===== src/rtl/mem_arbiter_pkg.sv =====
// Shared definitions for the memory-port arbiter: FSM state encoding and
// DATA-phase counter sizing.
package mem_arbiter_pkg;

   typedef enum logic [1:0] {
      ST_IDLE = 2'd0,
      ST_ADDR = 2'd1,
      ST_DATA = 2'd2,
      ST_RESP = 2'd3
   } arb_state_t;

   localparam int MEM_LAT_MAX = 4;
   localparam int LAT_CW      = $clog2(MEM_LAT_MAX);

endpackage


===== src/rtl/mem_arbiter_rr_pick.sv =====
// Combinational round-robin picker: scans from ptr+1 (mod NUM_REQ) and returns
// the first unmasked request as a one-hot vector plus its index.
module mem_arbiter_rr_pick
   import mem_arbiter_pkg::*;
#(
   parameter  int NUM_REQ = 4,
   localparam int IW      = (NUM_REQ > 1) ? $clog2(NUM_REQ) : 1
) (
   input  logic [NUM_REQ-1:0] req,
   input  logic [NUM_REQ-1:0] mask,
   input  logic [IW-1:0]      ptr,
   output logic [NUM_REQ-1:0] win,
   output logic [IW-1:0]      win_idx,
   output logic               any
);

   logic [NUM_REQ-1:0] elig;
   logic [IW-1:0]      slot;

   always_comb begin
      elig    = req & ~mask;
      win     = '0;
      win_idx = '0;
      any     = 1'b0;
      slot    = '0;
      // k = NUM_REQ wraps back onto ptr itself, so it is considered last
      for (int k = 1; k <= NUM_REQ; k++) begin
         slot = IW'((int'(ptr) + k) % NUM_REQ);
         if (!any && elig[slot]) begin
            any        = 1'b1;
            win_idx    = slot;
            win[slot]  = 1'b1;
         end
      end
   end

endmodule


===== src/rtl/mem_arbiter.sv =====
// Round-robin arbiter sharing one synchronous memory port between NUM_REQ
// requesters; sequences addr_en -> in_en/out_en and returns a one-cycle ack.
module mem_arbiter
   import mem_arbiter_pkg::*;
#(
   parameter  int NUM_REQ = 4,
   parameter  int AW      = 16,
   parameter  int DW      = 16,
   parameter  int MEM_LAT = 1,
   localparam int IW      = (NUM_REQ > 1) ? $clog2(NUM_REQ) : 1
) (
   input  logic                  clk,
   input  logic                  rst,
   input  logic [NUM_REQ-1:0]    req,
   input  logic [NUM_REQ-1:0]    we,
   input  logic [NUM_REQ*AW-1:0] addr,
   input  logic [NUM_REQ*DW-1:0] wdata,
   output logic [NUM_REQ-1:0]    gnt,
   output logic [NUM_REQ-1:0]    ack,
   output logic [DW-1:0]         rdata,
   output logic                  mem_addr_en,
   output logic                  mem_in_en,
   output logic                  mem_out_en,
   output logic [AW-1:0]         mem_addr,
   output logic [DW-1:0]         mem_wdata,
   input  logic [DW-1:0]         mem_rdata,
   output logic                  busy
);

   arb_state_t          state, state_nx;
   logic [LAT_CW-1:0]   cnt, cnt_nx;
   logic [IW-1:0]       idx, ptr, pick_ptr, pick_idx;
   logic [NUM_REQ-1:0]  pick_mask, pick_win;
   logic                pick_any, we_l, load;

   // In RESP the pointer is about to become idx and the served requester is
   // masked, so the next grant can be chosen without an IDLE bubble.
   assign pick_ptr  = (state == ST_RESP) ? idx : ptr;
   assign pick_mask = (state == ST_RESP) ? gnt : '0;

   mem_arbiter_rr_pick #(.NUM_REQ(NUM_REQ)) u_pick (
      .req     (req),
      .mask    (pick_mask),
      .ptr     (pick_ptr),
      .win     (pick_win),
      .win_idx (pick_idx),
      .any     (pick_any)
   );

   always_comb begin
      state_nx = state;
      cnt_nx   = cnt;
      load     = 1'b0;
      case (state)
         ST_IDLE: begin
            if (pick_any) begin
               state_nx = ST_ADDR;
               load     = 1'b1;
            end
         end
         ST_ADDR: begin
            state_nx = ST_DATA;
            cnt_nx   = '0;
         end
         ST_DATA: begin
            if (cnt == LAT_CW'(MEM_LAT - 1)) state_nx = ST_RESP;
            else                             cnt_nx   = cnt + 1'b1;
         end
         ST_RESP: begin
            if (pick_any) begin
               state_nx = ST_ADDR;
               load     = 1'b1;
            end else begin
               state_nx = ST_IDLE;
            end
         end
         default: state_nx = ST_IDLE;
      endcase
   end

   // Outputs are registered from the next state so every strobe is a flop.
   always_ff @(posedge clk or negedge rst) begin
      if (!rst) begin
         state       <= ST_IDLE;
         cnt         <= '0;
         ptr         <= IW'(NUM_REQ - 1);
         idx         <= '0;
         we_l        <= 1'b0;
         gnt         <= '0;
         ack         <= '0;
         busy        <= 1'b0;
         mem_addr_en <= 1'b0;
         mem_in_en   <= 1'b0;
         mem_out_en  <= 1'b0;
         mem_addr    <= '0;
         mem_wdata   <= '0;
         rdata       <= '0;
      end else begin
         state <= state_nx;
         cnt   <= cnt_nx;
         busy  <= (state_nx != ST_IDLE);
         if (state == ST_RESP) ptr <= idx;
         if (load) begin
            idx       <= pick_idx;
            we_l      <= we[pick_idx];
            gnt       <= pick_win;
            mem_addr  <= addr[int'(pick_idx)*AW +: AW];
            mem_wdata <= wdata[int'(pick_idx)*DW +: DW];
         end else if (state_nx == ST_IDLE) begin
            gnt <= '0;
         end
         ack         <= (state_nx == ST_RESP) ? gnt : '0;
         mem_addr_en <= (state_nx == ST_ADDR);
         mem_in_en   <= (state_nx == ST_DATA) && we_l && (cnt_nx == '0);
         mem_out_en  <= (state_nx == ST_DATA) && !we_l;
         if (state == ST_DATA && state_nx == ST_RESP && !we_l) rdata <= mem_rdata;
      end
   end

endmodule


===== config.mk =====
export PLATFORM = sky130hd
export DESIGN_NAME = mem_arbiter
export DESIGN_NICKNAME = d
export VERILOG_FILES = /design/src/rtl/mem_arbiter_pkg.sv /design/src/rtl/mem_arbiter_rr_pick.sv /design/src/rtl/mem_arbiter.sv
export SDC_FILE = /design/constraint.sdc
export NUM_CORES = 1
export LEC_CHECK = 0
export CAP_MARGIN = 40
export CORE_MARGIN = 2
export CORE_UTILIZATION = 30
export CTS_BUF_LIST = sky130_fd_sc_hd__clkbuf_4 sky130_fd_sc_hd__clkbuf_8
export DETAILED_ROUTE_END_ITERATION = 16
export GPL_ROUTABILITY_DRIVEN = 0
export SYNTH_ARGS = -nofsm -noshare
export SYNTH_HDL_FRONTEND = slang
export SYNTH_HIERARCHICAL = 1
export SYNTH_SLANG_ARGS = --single-unit

===== constraint.sdc =====
create_clock -name clk -period 3.8 [get_ports clk]
set_input_delay 0.76 -clock clk [delete_from_list [all_inputs] [get_ports clk]]
set_output_delay 0.76 -clock clk [all_outputs]
set_load 0.005 [all_outputs]

== Yosys cells after proc, flatten, opt, wreduce, memory -nomap -nowiden ==
Index checks and enable logic that the tools add are counted.
Word-level totals
  flip-flop bits (word level): 69
  input bits: 154
  output and inout port bits: 60
  logic and storage cells: 107
Operators by class
  $add $sub $neg: 5
  order comparisons: 9
  equality and inequality tests: 6
  shifts and indexed selects: 2
  muxes and demuxes: 43
  bitwise logic cells: 5
  reduce and logical (&&, ||, !) cells: 23
Operators with widths (count)
  64-bit by 7-bit variable part select with 16-bit output: 2
  4-bit 2-to-1 mux: 8
  1-bit 2-to-1 mux: 16
  2-bit 2-to-1 mux: 8
  2-bit by 3-bit less-than comparator with 1-bit output, second input constant: 5
  1-bit logical AND: 12
  4-bit OR: 3
  1-bit binary-select mux with 2-bit select: 5
  1-bit demux with 2-bit select: 4
  2-bit == test, second input constant: 4
  2-bit by 1-bit >= comparator with 1-bit output, second input constant: 4
  2-bit logical NOT: 4
  2-bit one-hot mux with 4 select lines: 1
  2-bit by 1-bit adder with 2-bit output, second input constant: 3
  2-bit adder, second input constant: 2
  4-bit bitwise AND: 1
  2-bit by 1-bit == test with 1-bit output, second input constant: 2
  1-bit logical NOT: 4
  4-bit inverter: 1
  2-bit one-hot mux with 2 select lines: 1
  2-bit nonzero test: 2
  2-bit OR reduction: 1

== Depth between registers and ports, before layout ==
Gate-level depths: netlist of the first run.
  depth after elaboration: 21
  gate-level depth with buffers: 13
  mapped depth without buffers: 10

== Cells and area by module ==
Netlist of the first run, hierarchy kept.
By module, submodules not included
  mem_arbiter: times used 1, cells an instance 303, area each 3535.9 um^2, seq. area each 1729.2 um^2
  mem_arbiter_rr_pick: times used 1, cells an instance 54, area each 439.2 um^2, seq. area each 0.0 um^2

== Worst setup path before layout of the first run ==
OpenSTA, ideal clock, no wires.
  kind: flip-flop to flip-flop
  start: register state[1]
  end: register mem_addr[12]
  library setup time: 142 ps
  arrival: 2871 ps
  required time: 3658 ps
  path slack: 787 ps
  stages on the path, launching flop included: 14
  buffers on the path: 3
  period minus slack after synthesis: 3013 ps
  cell sequence: dfrtp_1 > ha_1 > mux2_2 > buf_6 > inv_1 > ha_1 > mux4_2 > nor2_1 > o21ai_0 > o21ai_1 > nand2b_1 > clkbuf_1 > clkbuf_1 > o221ai_1
Between the ends
  elaborated cells between the ends (all ways): 36
  those cells by class: 4 x add/sub; 1 x eq/ne; 1 x shift; 20 x mux; 2 x bitwise; 8 x reduce/logical
RTL lines
  from (decl): line mem_arbiter.sv:30  | arb_state_t state, state_nx;
  from (signal assigned): line mem_arbiter.sv:99  | state <= state_nx;
  2-bit == test (*): line mem_arbiter.sv:38  | assign pick_ptr = (state == ST_RESP) ? idx : ptr;
  2-bit 2-to-1 mux (*)
  named net pick_ptr[0]: line mem_arbiter.sv:32  | logic [IW-1:0] idx, ptr, pick_ptr, pick_idx;
  2-bit by 1-bit adder with 2-bit output: line mem_arbiter_rr_pick.sv:28  | slot = IW'((int'(ptr) + k) % NUM_REQ);
  1-bit binary-select mux with 2-bit select: line mem_arbiter_rr_pick.sv:29  | if (!any && elig[slot]) begin
  1-bit 2-to-1 mux (not written as such): line mem_arbiter_rr_pick.sv:29
  1-bit 2-to-1 mux: line mem_arbiter_rr_pick.sv:29
  1-bit logical NOT: line mem_arbiter_rr_pick.sv:29
  [2 not listed]
  1-bit logical NOT: line mem_arbiter_rr_pick.sv:29
  1-bit logical AND: line mem_arbiter_rr_pick.sv:29
  1-bit 2-to-1 mux: line mem_arbiter_rr_pick.sv:29
  1-bit logical NOT: line mem_arbiter_rr_pick.sv:29
  1-bit logical AND: line mem_arbiter_rr_pick.sv:29
  2-bit 2-to-1 mux (*): line mem_arbiter_rr_pick.sv:29
  named net pick_idx[0]: line mem_arbiter.sv:32
  64-bit by 7-bit variable part select with 16-bit output (*): line mem_arbiter.sv:107  | mem_addr <= addr[int'(pick_idx)*AW +: AW];
  to (signal assigned): line mem_arbiter.sv:107
  to (decl): line mem_arbiter.sv:24  | output logic [AW-1:0] mem_addr,
The timed path passes the listed nets; every way through them passes the cells marked *. The select of a mux whose other input is x is not followed.
A chain may end at the register's enable or synchronous reset.

== Final worst setup path of the first run ==
  start: register state[0]
  end: register we_l
Between the ends
  elaborated cells between the ends (all ways): 37
  those cells by class: 4 x add/sub; 1 x eq/ne; 22 x mux; 2 x bitwise; 8 x reduce/logical
RTL lines
  2-bit == test (*): line mem_arbiter.sv:38
  2-bit 2-to-1 mux (*)
  named net pick_ptr[0]: line mem_arbiter.sv:32
  2-bit by 1-bit adder with 2-bit output: line mem_arbiter_rr_pick.sv:28
  1-bit binary-select mux with 2-bit select: line mem_arbiter_rr_pick.sv:29
  1-bit 2-to-1 mux (not written as such): line mem_arbiter_rr_pick.sv:29
  1-bit 2-to-1 mux: line mem_arbiter_rr_pick.sv:29
  1-bit logical NOT: line mem_arbiter_rr_pick.sv:29
  [3 not listed]
  1-bit logical AND: line mem_arbiter_rr_pick.sv:29
  1-bit 2-to-1 mux: line mem_arbiter_rr_pick.sv:29
  1-bit logical NOT: line mem_arbiter_rr_pick.sv:29
  1-bit logical AND: line mem_arbiter_rr_pick.sv:29
  2-bit 2-to-1 mux (*): line mem_arbiter_rr_pick.sv:29
  named net pick_idx[1]: line mem_arbiter.sv:32
  1-bit binary-select mux with 2-bit select (*): line mem_arbiter.sv:105  | we_l <= we[pick_idx];
  1-bit 2-to-1 mux (not written as such) (*): line mem_arbiter.sv:105
  to (signal assigned): line mem_arbiter.sv:105
  to (decl): line mem_arbiter.sv:34  | logic pick_any, we_l, load;
Marks and branches as above.

==> results of run 1 <==
==> path summary, 6_finish.rpt <==
kind                                from     end  slack [ps]
worst max-delay path            state[0]    we_l         490
worst min-delay path                 rst  gnt[3]         220
worst max register to register  state[0]    we_l         490
worst min register to register    idx[1]  idx[1]         490
max in group asynchronous            rst  ptr[1]        3010
min in group clk                  idx[1]  idx[1]         490
==> Yosys cell counts <==
master	instances	area [um2]
a21oi_1	8	40.0
a221oi_1	4	35.0
and2_1	4	25.0
and3_1	5	31.3
buf_12	1	20.0
buf_2	7	35.0
buf_6	2	22.5
clkbuf_1	15	56.3
dfrtp_1	67	1680
dfstp_2	2	52.6
ha_1	12	150
inv_1	6	22.5
mux2_2	10	113
mux2_4	10	150
mux2i_1	69	691
mux4_2	2	45.0
nand2_1	48	180
nand2b_1	4	25.0
nand3_1	7	35.0
nand3b_1	1	7.51
nor2_1	7	26.3
nor2b_1	6	37.5
nor2b_4	2	27.5
nor3_1	3	15.0
o211ai_1	5	37.5
o21a_1	1	7.51
o21ai_0	8	40.0
o21ai_1	2	10.0
o21ba_2	1	10.0
o221ai_1	33	289
o2bb2ai_1	4	35.0
o311ai_4	1	26.3
==> per-layer routing <==
metal / vias up / track usage (%)
met5: - / 0
met4: 0 / 5.58
met3: 18 / 6.51
met2: 144 / 30.9
met1: 1732 / 21.3
li1: 1744 / -
==> logic make-up after synthesis <==
logic type                 Yosys count
muxes                               91
and+or+nand+nor                     87
AOI/OAI and AO/OA                   67
DFF                                 69
buffers and inverters               31
adders and majority gates           12
==> final cells by class <==
class	instances	area (um2)	share of cell area [%]
Timing Repair Buffer	223	2290	34.8
Tap cell	176	220	3.35
Inverter	6	22.5	0.343
Multi-Input combinational cell	257	2100	32.0
Sequential cell	69	1730	26.3
Clock buffer	11	145	2.21
Clock inverter	5	58.8	0.896
==> sequential cells by signal, indices dropped and copies added, names as in the netlist <==
signal,count
mem_addr,16
mem_wdata,16
rdata,16
ack,4
gnt,4
cnt,2
idx,2
ptr,2
state,2
busy,1
mem_addr_en,1
mem_in_en,1
mem_out_en,1
we_l,1
==> layout by cell type (no fill, tap or decap), types with 5 or more instances in the layout <==
cell type,netlist,routed
clkbuf_8,0,10
clkdlybuf4s50_1,0,212
o211ai_1,5,5
buf_12,1,5
nor2b_1,6,6
nand3_1,7,7
dfrtp_1,67,67
mux2i_1,69,69
nand2_1,48,48
o21ai_0,8,8
a21oi_1,8,7
mux2_2,10,10
mux2_4,10,10
o221ai_1,33,33
nor2_1,7,7
inv_1,6,6
ha_1,12,12
buf_4,0,5
and3_1,5,5
==> per-stage QoR <==
step	instance area, um2	total power, mW	cells	util (%)	hold WS, ps
after global routing	6560	6.53	747	50.2	202
after CTS	6560	6.11	747	50.2	201
final	6560	6.04	747	50.2	221
after floorplan	3980	3.87	357	-	440
after global placement	6330	5.40	730	48.4	471
after detailed placement	6360	5.47	731	48.6	476
==> report_power, final <==
part / switching (mW) / internal [mW] / total (mW)
registers: 0.208 / 1.14 / 1.35
logic: 1.97 / 2.09 / 4.06
clock network: 0.298 / 0.330 / 0.627
total: 2.47 / 3.56 / 6.04
==> critical path, cell delays in order, from the launching register on <==
cell and delay, ps:
dfrtp_1 520, ha_1 320, mux2_2 470, inv_1 230, ha_1 260, o21ai_0 170, a21oi_4 460, buf_12 230
mux2i_1 310, o221ai_1 160
==> impl_metrics.csv, run 1 <==
group,metric,value,unit
outcome,status,"complete, no violations",
setup_path,critPathRequiredTime,4010,ps
routing,num_vias,3638,
job,max_cap_viol_count,0,
clock_network,clk_latency,360,ps
routing,dr.max_layer_used,"met4",
global_routing,grt_pass1_vias,3818,
global_routing,antenna_found_initial,0,
floorplan,initial_utilization,30.4,%
clock_network,cts_root_buf,"clkbuf_8",
synthesis,synthMuxAreaShare,25.1,%
timing,rsz0062_at_grt,"no",
timing,fin_crit,3310,ps
synthesis,synth_top_family_by_area,"multiplexers",
clock_network,cts_setup_buffers,0,
clock_network,cts_buffers,9,
routing,wl_per_cell,16.6,um
routing,wirelength,12400,um
routing,ant_nets,0,
global_routing,overflow,0,
clock_network,clockBufferDepth,2,
synthesis,ys_seq_elements,69,
routing,drc,0,
clock_network,cts_sinks,69,
routing,drt_first_pass_iters,4,
global_routing,grt_pass1_wl,20000,um
power,leakagePower,2.85,nW
timing,fmax,302,MHz
synthesis,synth.cell_area,3980,um2
timing,slew_violations,0,
power,vdd_ir_drop_max,0.475,mV
placement,dp_slack,454,ps
synthesis,syn_nets,523,
global_routing,grtUsageTotal,18.1,%
clock_network,postCtsHoldBufs,0,
floorplan,rows,42,
cells_and_area,syn_to_final_growth,65.1,%
synthesis,synth_compound_area_share,13.3,%
timing,finalSetupTns,0,ps
power,powerDensity,920,nW/um2
synthesis,ys_warn_count,6,
cells_and_area,final_nets,732,
cells_and_area,antenna_cells,0,
routing,drtIter0Drc,150,
routing,avgViaCountPerCell,4.87,
cells_and_area,drive_above_1_share,9.81,%
floorplan,pin_count,214,
synthesis,avgSynthCellArea,11.1,um2
clock_network,htree_levels,3,
synthesis,synth.yosys.seq_area_share,43.5,%
worst_hold_path,hold_path.class,"input port to async pin",
setup_path,path_max_fanout,16,
setup_path,r2r_cells,9,
setup_path,critical_path_class,"flop to flop",
synthesis,synth_xor_xnor_area_share,0,%
synthesis,synthesis.instances,357,
clock_network,ctsResizeCount,0,
timing,worstMarginPinSlew,589,ps
placement,hpwl,9460,um
global_routing,grt_max_degree,63,
clock_network,clk_pin_slew,80,ps
timing,period_share,87.2,%
timing,finalSetupViolations,0,
placement,port_buffers,213,
synthesis,yosysUniqueCellTypes,32,
setup_path,startpoint_type,"flop",
timing,fin_ws,487,ps
routing,routedLengthMet1,5030,um
floorplan,core-area,13100,um2
setup_path,cp_data_arrival_time,3530,ps
floorplan,die_w,119,um
timing,finalClockSkew,13.3,ps
routing,wl_met2,6170,um
floorplan,chipHeight,119,um
synthesis,synthSimpleGateAreaFrac,10.3,%
timing,final_hold_viol_count,0,
clock_network,cts_tree,"built",
setup_path,crit_path_end_kind,"flop",
floorplan,die_area,14200,um2
synthesis,synth_fa_ha_area_share,3.78,%
timing,slew_headroom,60.7,%
routing,dr_wl_met3,991,um
cells_and_area,num-fill-cells,1171,
(Power assumes the default switching activity.)
==> run 2: changes to the inputs <==
--- a/config.mk
+++ b/config.mk
@@ -11,6 +11,7 @@
 export CTS_BUF_LIST = sky130_fd_sc_hd__clkbuf_4 sky130_fd_sc_hd__clkbuf_8
 export DETAILED_ROUTE_END_ITERATION = 16
 export GPL_ROUTABILITY_DRIVEN = 0
+export PLACE_DENSITY = 0.66
 export SYNTH_ARGS = -nofsm -noshare
 export SYNTH_HDL_FRONTEND = slang
 export SYNTH_HIERARCHICAL = 1
==> impl_metrics.csv, run 2 (synthesis gave the netlist of run 1 again) <==
group,metric,value,unit
outcome,status,"complete, no violations",
routing,drc,0,
floorplan,core-area,13100,um2
routing,ant_nets,0,
global_routing,antenna_found_initial,0,
cells_and_area,antenna_cells,0,
routing,num_vias,3662,
timing,worstMarginPinSlew,754,ps
clock_network,postCtsHoldBufs,0,
clock_network,ctsResizeCount,0,
setup_path,cp_num_buf_inv,2,
setup_path,cpLargestDelayFamily,"multiplexers",
cells_and_area,final_cells,746,
global_routing,grt_max_degree,41,
clock_network,clk_pin_slew,90,ps
routing,avgViaCountPerCell,4.91,
cells_and_area,num-fill-cells,1230,
cells_and_area,final_common_cell,"clkdlybuf4s50_1",
setup_path,critPathRequiredTime,4000,ps
clock_network,clk_latency,350,ps
cells_and_area,regArea,1730,um2
setup_path,cp_cell_sequence,"ha_1, mux2_2, inv_1, ha_1, mux2i_1, o21ai_0, o21ai_1, nand2b_1, buf_4, o221ai_1",
floorplan,chipHeight,119,um
cells_and_area,mostFrequentLayoutCells,"clkdlybuf4s50_1 (212), mux2i_1 (69), dfrtp_1 (67), nand2_1 (48), o221ai_1 (33)",
setup_path,max_stage_delay,540,ps
routing,wirelength,12400,um
setup_path,critical_path_class,"flop to flop",
floorplan,initial_utilization,30.4,%
setup_path,path_max_fanout,19,
power,vdd_ir_drop_max,0.427,mV
setup_path,reg2reg_from,"state[0]",
clock_network,cts_root_buf,"clkbuf_8",
setup_path,critPathLaunch,"state[0]",
job,max_cap_viol_count,0,
floorplan,die_area,14200,um2
clock_network,cts_buffers,9,
timing,period_share,89.4,%
floorplan,rows,42,
setup_path,crit_path_end_kind,"flop",
timing,final_hold_viol_count,0,
routing,drt_first_pass_iters,4,
setup_path,startpoint_type,"flop",
routing,wl_per_cell,16.6,um
clock_network,cts_tree,"built",
setup_path,crit_top_cell,"ha_1",
global_routing,overflow,0,
timing,slew_violations,0,
power,powerDensity,933,nW/um2
timing,rsz0062_at_grt,"no",
global_routing,grt_pass1_wl,19800,um
timing,finalClockSkew,12.6,ps
timing,fmax,295,MHz
floorplan,die_w,119,um
global_routing,grtUsageTotal,17.4,%
timing,fin_crit,3400,ps
timing,finalSetupTns,0,ps
routing,drtIter0Drc,192,
cells_and_area,final_nets,731,
setup_path,slowest_stage,"dfrtp_1",
worst_hold_path,hold_path.class,"input port to async pin",
placement,placed_cells,730,
cells_and_area,multi_input_area,2100,um2
placement,hpwl,9650,um
timing,slew_headroom,49.7,%
clock_network,cts_setup_buffers,0,
cells_and_area,drive_above_1_share,9.65,%
setup_path,cp_data_arrival_time,3600,ps
global_routing,grt_pass1_vias,3892,
floorplan,pin_count,214,
cells_and_area,syn_to_final_growth,65.5,%
clock_network,htree_levels,3,
power,leakagePower,2.86,nW
clock_network,clockBufferDepth,2,
timing,finalSetupViolations,0,
cells_and_area,reg_top3,"mem_addr (16), mem_wdata (16), rdata (16)",
placement,port_buffers,213,
clock_network,cts_sinks,69,
[run 2: cell count changes in the layout (fill, tap and decap cells not counted)]
cell        before  now
buf_12           5    3
clkinv_4         0    2
bufinv_16        1    4
buf_16           1    0
clkbuf_8        10    9
clkinvlp_4       2    0
buf_4            5    7
clkbuf_4         1    0
clkinv_2         1    0
[run 2: per-stage QoR]
step / util [%] / power, mW / area, um2 / worst slack [ps] / hold WS (ps)
2_1_floorplan: - / 3.87 / 3980 / 787 / 440
3_3_place_gp: 48.0 / 5.22 / 6290 / 583 / 470
3_5_place_dp: 48.2 / 5.36 / 6310 / 468 / 473
4_1_cts: 50.3 / 6.19 / 6580 / 436 / 331
5_1_grt: 50.3 / 6.58 / 6580 / 207 / 346
6_report: 50.3 / 6.14 / 6580 / 405 / 334
[run 2: routing by layer]
layer,track usage [%],wire (um)
met5,0,0
met4,4.32,125
met3,4.02,832
met2,32.5,6490
met1,20.0,4910
[run 2: power breakdown]
group          leakage (nW)  switching, mW  internal, mW
registers             0.849          0.207          1.14
clock network         0.134          0.305         0.507
logic                  1.87           1.98          2.00
[run 2: worst reg2reg max path, stage by stage (launching register included)]
cell and delay (ps):
dfrtp_1 540, ha_1 330, mux2_2 480, inv_1 250, ha_1 340, mux2i_1 380
o21ai_0 170, o21ai_1 200, nand2b_1 150, buf_4 260, o221ai_1 160
[run 2: area by class of cell]
class                           count  area share, %
Tap cell                          176           3.35
Timing Repair Buffer              222           34.0
Clock inverter                      7           2.23
Multi-Input combinational cell    257           31.9
Sequential cell                    69           26.3
Clock buffer                        9           1.88
Inverter                            6          0.342
[run 2: final timing paths]
check | slack (ps) | to | depth (start not counted)
max | 400 | mem_addr[3] | 10
min | 330 | rdata[10] | 1
max reg2reg | 400 | mem_addr[3] | 10
min reg2reg | 490 | mem_wdata[6] | 2
max in group asynchronous | 2860 | ptr[0] | 2
min in group clk | 490 | mem_wdata[6] | 2
